**config.mk**
```make
export PLATFORM = sky130hd
export DESIGN_NAME = relu_maxpool_32_2
export DESIGN_NICKNAME = d
export VERILOG_FILES = /design/src/rtl/relu_maxpool_32_2.sv
export SDC_FILE = /design/constraint.sdc
export NUM_CORES = 1
export LEC_CHECK = 0
export CORE_MARGIN = 1
export CORE_UTILIZATION = 51
export CTS_CLUSTER_SIZE = 28
export DETAILED_ROUTE_END_ITERATION = 10
export PLACE_DENSITY = 0.83
export SLEW_MARGIN = 10
export SYNTH_ARGS = -nofsm -noshare
export SYNTH_HDL_FRONTEND = slang
export SYNTH_SLANG_ARGS = --single-unit
```
**constraint.sdc**
```tcl
create_clock -name clk -period 3.4 [get_ports clk]
set_clock_uncertainty 0.15 [all_clocks]
set_input_delay 0.68 -clock clk [delete_from_list [all_inputs] [get_ports clk]]
set_output_delay 0.68 -clock clk [all_outputs]
set_load 0.1 [all_outputs]
```
**src/rtl/relu_maxpool_32_2.sv**
```systemverilog
// ReLU(max-pool over P-word windows) on a streaming signed conv output, one result per window.
// Latency: result valid 1 cycle after the last word of its window is accepted.
// Backpressure: 2-entry output FIFO; x_ready drops only on a window's last word while the FIFO is full.
module relu_maxpool_32_2 #(
    parameter int T = 16,
    parameter int N = 32,
    parameter int P = 2
) (
    input  logic         clk,
    input  logic         reset,
    input  logic [T-1:0] x_data,
    input  logic         x_valid,
    output logic         x_ready,
    output logic [T-1:0] y_data,
    output logic         y_valid,
    input  logic         y_ready
);

    localparam int PW = (P > 1) ? $clog2(P) : 1;
    localparam int VW = (N > 1) ? $clog2(N) : 1;

    logic [PW-1:0] pos;
    logic [VW-1:0] vec_cnt;
    logic [T-1:0]  run_max;
    logic [T-1:0]  fifo0;
    logic [T-1:0]  fifo1;
    logic [1:0]    count;

    logic          pos_last;
    logic          vec_last;
    logic          x_fire;
    logic          y_fire;
    logic          push;
    logic [T-1:0]  win_max;
    logic [T-1:0]  result;

    assign pos_last = (pos == PW'(P - 1));
    assign vec_last = (vec_cnt == VW'(N - 1));

    // x_ready depends only on registered state and reset, never on y_ready.
    assign x_ready  = reset && (!pos_last || (count != 2'd2));
    assign x_fire   = x_valid && x_ready;
    assign y_valid  = (count != 2'd0);
    assign y_fire   = y_valid && y_ready;
    assign push     = x_fire && pos_last;
    assign y_data   = fifo0;

    // Running max including the incoming word; position 0 restarts the window.
    assign win_max  = ((pos == '0) || ($signed(x_data) > $signed(run_max))) ? x_data : run_max;
    assign result   = win_max[T-1] ? '0 : win_max;

    always_ff @(posedge clk or negedge reset) begin
        if (!reset) begin
            pos     <= '0;
            vec_cnt <= '0;
            run_max <= '0;
        end else if (x_fire) begin
            pos     <= pos_last ? '0 : pos + PW'(1);
            vec_cnt <= vec_last ? '0 : vec_cnt + VW'(1);
            run_max <= win_max;
        end
    end

    // fifo0 is always the head so y_data comes straight from a flop.
    always_ff @(posedge clk or negedge reset) begin
        if (!reset) begin
            count <= 2'd0;
            fifo0 <= '0;
            fifo1 <= '0;
        end else begin
            case ({push, y_fire})
                2'b10: begin
                    if (count == 2'd0) fifo0 <= result;
                    else               fifo1 <= result;
                    count <= count + 2'd1;
                end
                2'b01: begin
                    fifo0 <= fifo1;
                    count <= count - 2'd1;
                end
                2'b11: begin
                    if (count == 2'd1) begin
                        fifo0 <= result;
                    end else begin
                        fifo0 <= fifo1;
                        fifo1 <= result;
                    end
                end
                default: ;
            endcase
        end
    end

    // A vector must always end on a window boundary.
    always_ff @(posedge clk) begin
        if (reset && x_fire && vec_last) assert (pos_last);
    end

endmodule

```
### Word-level counts from Yosys, hierarchy flattened

Index checks and enable logic that the tools add are counted.

* multipliers: 0
* add/subtract/negate cells: 3
* equality and inequality tests: 8
* magnitude comparators: 1
* divide/modulo/power cells: 0
* muxes and demuxes: 10
* reductions and logical operators: 14
* shift-type cells: 0
* bitwise gates (word level): 1

Operator list (count)
* 2-to-1 mux 16 bit: 5
* one-hot mux 16 bit (3 select lines): 1
* one-hot mux 16 bit (2 select lines): 1
* greater-than comparator 16 bit: 1
* 2-to-1 mux 15 bit: 1
* != test 2 bit, second input constant: 4
* nonzero test 2 bit: 3
* equality test 2 x 1 -> 1 bit, second input constant: 2
* equality test 2 bit, second input constant: 2
* logical AND 1 bit: 4
* one-hot mux 2 bit (2 select lines): 1
* AND reduction 3 bit: 1
* nonzero test 3 bit: 1
* adder 2 x 1 -> 2 bit, second input constant: 1
* zero test 2 bit: 1
* logical OR 1 bit: 2
* AND reduction 2 bit: 1
* subtractor 2 x 1 -> 2 bit, second input constant: 1
* adder 1 bit, second input constant: 1
* zero test 1 bit: 1
* 2-to-1 mux 1 bit: 1
* NOT 1 bit: 1

* latch bits: 0
* bits in registers: 51
* RAM bits: 0
* logic and storage cells: 42
* memory bits (read-only): 0
* output and inout port bits: 18
* memories: 0
* input port bits: 20

### Logic depth before layout (Yosys ltp)

* depth in word-level cells: 8
* gate-level depth with buffers: 12
* depth with buffers taken out: 11

### Least setup slack after synthesis

Ideal clock, no wire load.

* path kind: in2reg
* start: input port reset
* end: register run_max[0]
* stages: 5
* slack: -1.144 ns
* arrival time: 4.268 ns
* data required time: 3.125 ns
* setup time: 0.125 ns
* path buffers: 1
* cell sequence: a21boi_0 nand2_1 nor3_4 buf_6 mux2_4

* longest elaborated chain between the ends: 2

Ends and longest elaborated chain
* start, declared: line 10 `input logic reset,`
* logical AND 1 bit: line 41 `assign x_ready = reset && (!pos_last || (count != 2'd2));`
* logical AND 1 bit: line 42 `assign x_fire = x_valid && x_ready;`
* end signal, assigned: line 60 `run_max <= win_max;`
* end, declared: line 24 `logic [T-1:0] run_max;`

No other way between the ends.
A chain may end at the register's enable or synchronous reset.

### Final worst setup path

* start: input port x_data[1]
* end: register fifo0[7] (netlist: y_data[7])

* longest elaborated chain between the ends: 6
* elaborated cells between the ends (all ways): 7
* those cells by class: order compare: 1; mux: 5; reduce/logical: 1

Ends and longest elaborated chain
* start, declared: line 11 `input logic [T-1:0] x_data,`
* greater-than comparator 16 bit *: line 49 `assign win_max = ((pos == '0) || ($signed(x_data) > $signed(run_max))) ? x_data : run_max;`
* logical OR 1 bit *: line 49
* 2-to-1 mux 16 bit *: line 49
* 2-to-1 mux 15 bit *: line 50 `assign result = win_max[T-1] ? '0 : win_max;`
* 2-to-1 mux 16 bit (on tied branches): line 82, 73
* one-hot mux 16 bit (3 select lines) *: line 71 `case ({push, y_fire})`
* end signal, assigned: line 73 `if (count == 2'd0) fifo0 <= result;`
* end signal, assigned: line 83 `fifo0 <= result;`
* end signal, assigned: line 85 `fifo0 <= fifo1;`
* end, declared: line 25 `logic [T-1:0] fifo0;`

Every way passes the cells marked *; elsewhere a longest branch is shown, timed or not. The select of a mux whose other input is x is not followed.

==> flow_metrics.tcl <==
set metrics [dict create \
    min_period_over_period 0.992 \
    cts_tree "done" \
    irDropWorstVdd_mv 0.601 \
    async_flop_share 1.00 \
    p_seq_frac 0.285 \
    path_class "primary input to flip-flop" \
    grt.overflow.total 0 \
    cts_htree_levels 2 \
    synth_cell_types 39 \
    outcome "finished clean" \
    r2r_slack_ns 0.33 \
    post_cts_hold_buffer_count 0 \
    dieArea_um2 6250 \
    wl_per_cell_um 21.7 \
    routed.top_layer "met4" \
    remaining_drc_errors 0 \
    synth.avg_cell_area_um2 11.0 \
    track_usage 0.292 \
    setup_tns_ns 0 \
    hold_violations 0 \
    reg2regPathDepth 11 \
    fin_worst_hold_slack_ns 0.0316 \
    arrival_ns 3.41 \
    wl_met3_um 689 \
    synth_largest_area_cell "dfrtp_1" \
    tightest_slew_ns 1.30 \
    hold_class "primary input to asynchronous set/reset pin" \
    first_pass_iters 4 \
    ys_ff_latch 49 \
    gp_congestion 0.937 \
    start_util 0.540 \
    core_um2 5610 \
    synth_top_area_frac 0.405 \
    grt_max_degree 48 \
    clock-root-buffer "clkbuf_8" \
    setup_viol 0 \
    power_per_cell_area_nw_per_um2 956 \
    grt_pass1_wl_um 13800 \
    cts_inserted_buffers 5 \
    report.final.slew_viol_count 0 \
    syn_nets 318 \
    clockBufferDepth 2 \
    synth.area.top_cells "dfrtp_1 40%, a221o_1 9.9%, ha_1 9.1%, mux2_4 5.0%, o211a_1 5.0%" \
    antenna_left 0 \
    layout.nets 389 \
    worstSkewPairLatency_ns 0.31 \
    vias_per_cell 6.69 \
    drive_above_1_share 0.305 \
    multiInputGateArea_um2 1780 \
    drv_cap 0 \
    ff_latch_area_um2 1230 \
    slew_headroom 0.132 \
    p_comb_frac 0.608 \
    die_h_um 79.1 \
    synth_warnings 0 \
    wl_met1_um 3660 \
    fillCellCount 402 \
    drt_wl_total_um 9110 \
    dpl_cell_area_um2 3620 \
    fin_area_um2 3980 \
    start_kind "primary input" \
    rr_startpoint "run_max[6]" \
    rows 27 \
    dpl.hpwl_um 5680 \
    synth_edf_count 0 \
    clk_pin_slew_ns 0.08 \
    power.internal_w 0.00199 \
    required_ns 3.43 \
    dp.cells 403 \
    synth_cells 276 \
    drtIter0Drc 359 \
    switching_share 0.476 \
    io_pins 38 \
    dr_total_vias 2803 \
    num_antenna_cells 0 \
    synthFlopType "dfrtp_1" \
    end_kind "flip-flop" \
    clock_power_share 0.108 \
    wl_met2_um 4500 \
    finalNonFillerCells 419 \
    max_freq_mhz 296 \
    critPathMaxFanout 8 \
    crit_start "x_data[1]" \
    grt_pass1_vias 2796 \
    power_w 0.00381 \
    ys_seq_area_frac 0.405 \
    die_w_um 79.1 \
    leakage_nw 2.02 \
    clock_sinks 49 \
    layout_min_cycle_time_ns 3.37 \
    syn-cell-area_um2 3030 \
    p_switching_w 0.00181 \
    antenna_found_initial 0 \
    port_buffers 36 \
    area_delta_synth_final_pct 31.5 \
]
cell type report:
cell class              count  area share
clock buffers               5      0.0173
clock inverters             2     0.00880
inverters                  24      0.0226
multi-input cells         187       0.447
flip-flops and latches     49       0.308
well taps                  72      0.0226
repair buffers             80       0.173
sequential cells by signal (all words and copies together) (netlist names):
signal / cells
count: 2
pos: 1
run_max: 16
fifo1: 15
y_data: 15
layer usage:
metal  global-route usage  up-vias
li1                     -     1209
met1                0.379     1417
met2                0.480      148
met3               0.0540       29
met4                0.115        0
met5                    0        -
synthesized netlist by cell type (4+ instances only):
master and number:
buf_2 4, dfrtp_1 49, ha_1 22, nor4_1 16, nand2_1 28, o211a_1 15, nor2_1 4, a21oi_1 8
mux2_4 10, a22o_1 15, a221o_1 30, mux2_2 7, inv_1 24, clkbuf_1 8
power groups by stage:
stage	registers, W	logic [W]	clock network (W)
2_1_floorplan	0.00144	0.00108	0
3_3_place_gp	0.00106	0.00199	0
3_5_place_dp	0.00108	0.00205	0
4_1_cts	0.00107	0.00211	0.000415
5_1_grt	0.00111	0.00244	0.000435
6_report	0.00108	0.00231	0.000410
stage by stage:
| stage | worst slack, ns | util |
|---|---|---|
| after floorplan | 0.165 | - |
| after global placement | -0.428 | 0.646 |
| after detailed placement | -0.539 | 0.646 |
| after CTS | 0.0449 | 0.676 |
| after global routing | -0.0396 | 0.710 |
| final | 0.0269 | 0.710 |
logic make-up (layout without fill, tap and decap cells):
kind of cell,count (synthesis),in the layout,share of synthesized area
flops,49,49,0.405
compound gates,79,79,0.238
fa+ha+maj,22,22,0.0909
simple gates,64,64,0.119
mux,18,18,0.0789
buf+inv,40,111,0.0587
xor+xnor,3,3,0.00868
other cells,1,1,0.00124
worst max-delay path: stages:
cell and delay (ns):
clkdlybuf4s50_1 0.47, ha_1 0.34, buf_4 0.12, nand4_1 0.10, or4_4 0.59, o21ai_2 0.12, and4_4 0.27, buf_12 0.12
nor4_4 0.04, buf_4 0.18, a221o_1 0.37
final timing paths:
path	to
max	y_data[7]
min	count[0]
max reg2reg	y_data[7]
min reg2reg	count[0]
max in group asynchronous	y_data[7]
min in group clk	count[0]
placed cells by master, fill, tap and decap left out, drive strengths merged, types with 2 or more instances in the layout:
cell type	count
a22o	15
nand2	28
o211a	15
nor2	4
nor4	17
clkbuf	5
dlymetal6s2s	6
a221o	30
o21ai	4
and3	2
dfrtp	49
clkdlybuf4s50	12
inv	24
nor3	3
xnor2	3
a21oi	8
a21boi	2
ha	22
mux2	17
nand4	4
buf	62
what timing repair did:
item,4_1_cts,5_1_grt
cloned,0,0
setup buffers,5,4
pin swaps,4,8
resized for setup,9,20
endpoints found under the setup margin,31,46
Note: power is estimated with default switching activity, not from simulation.
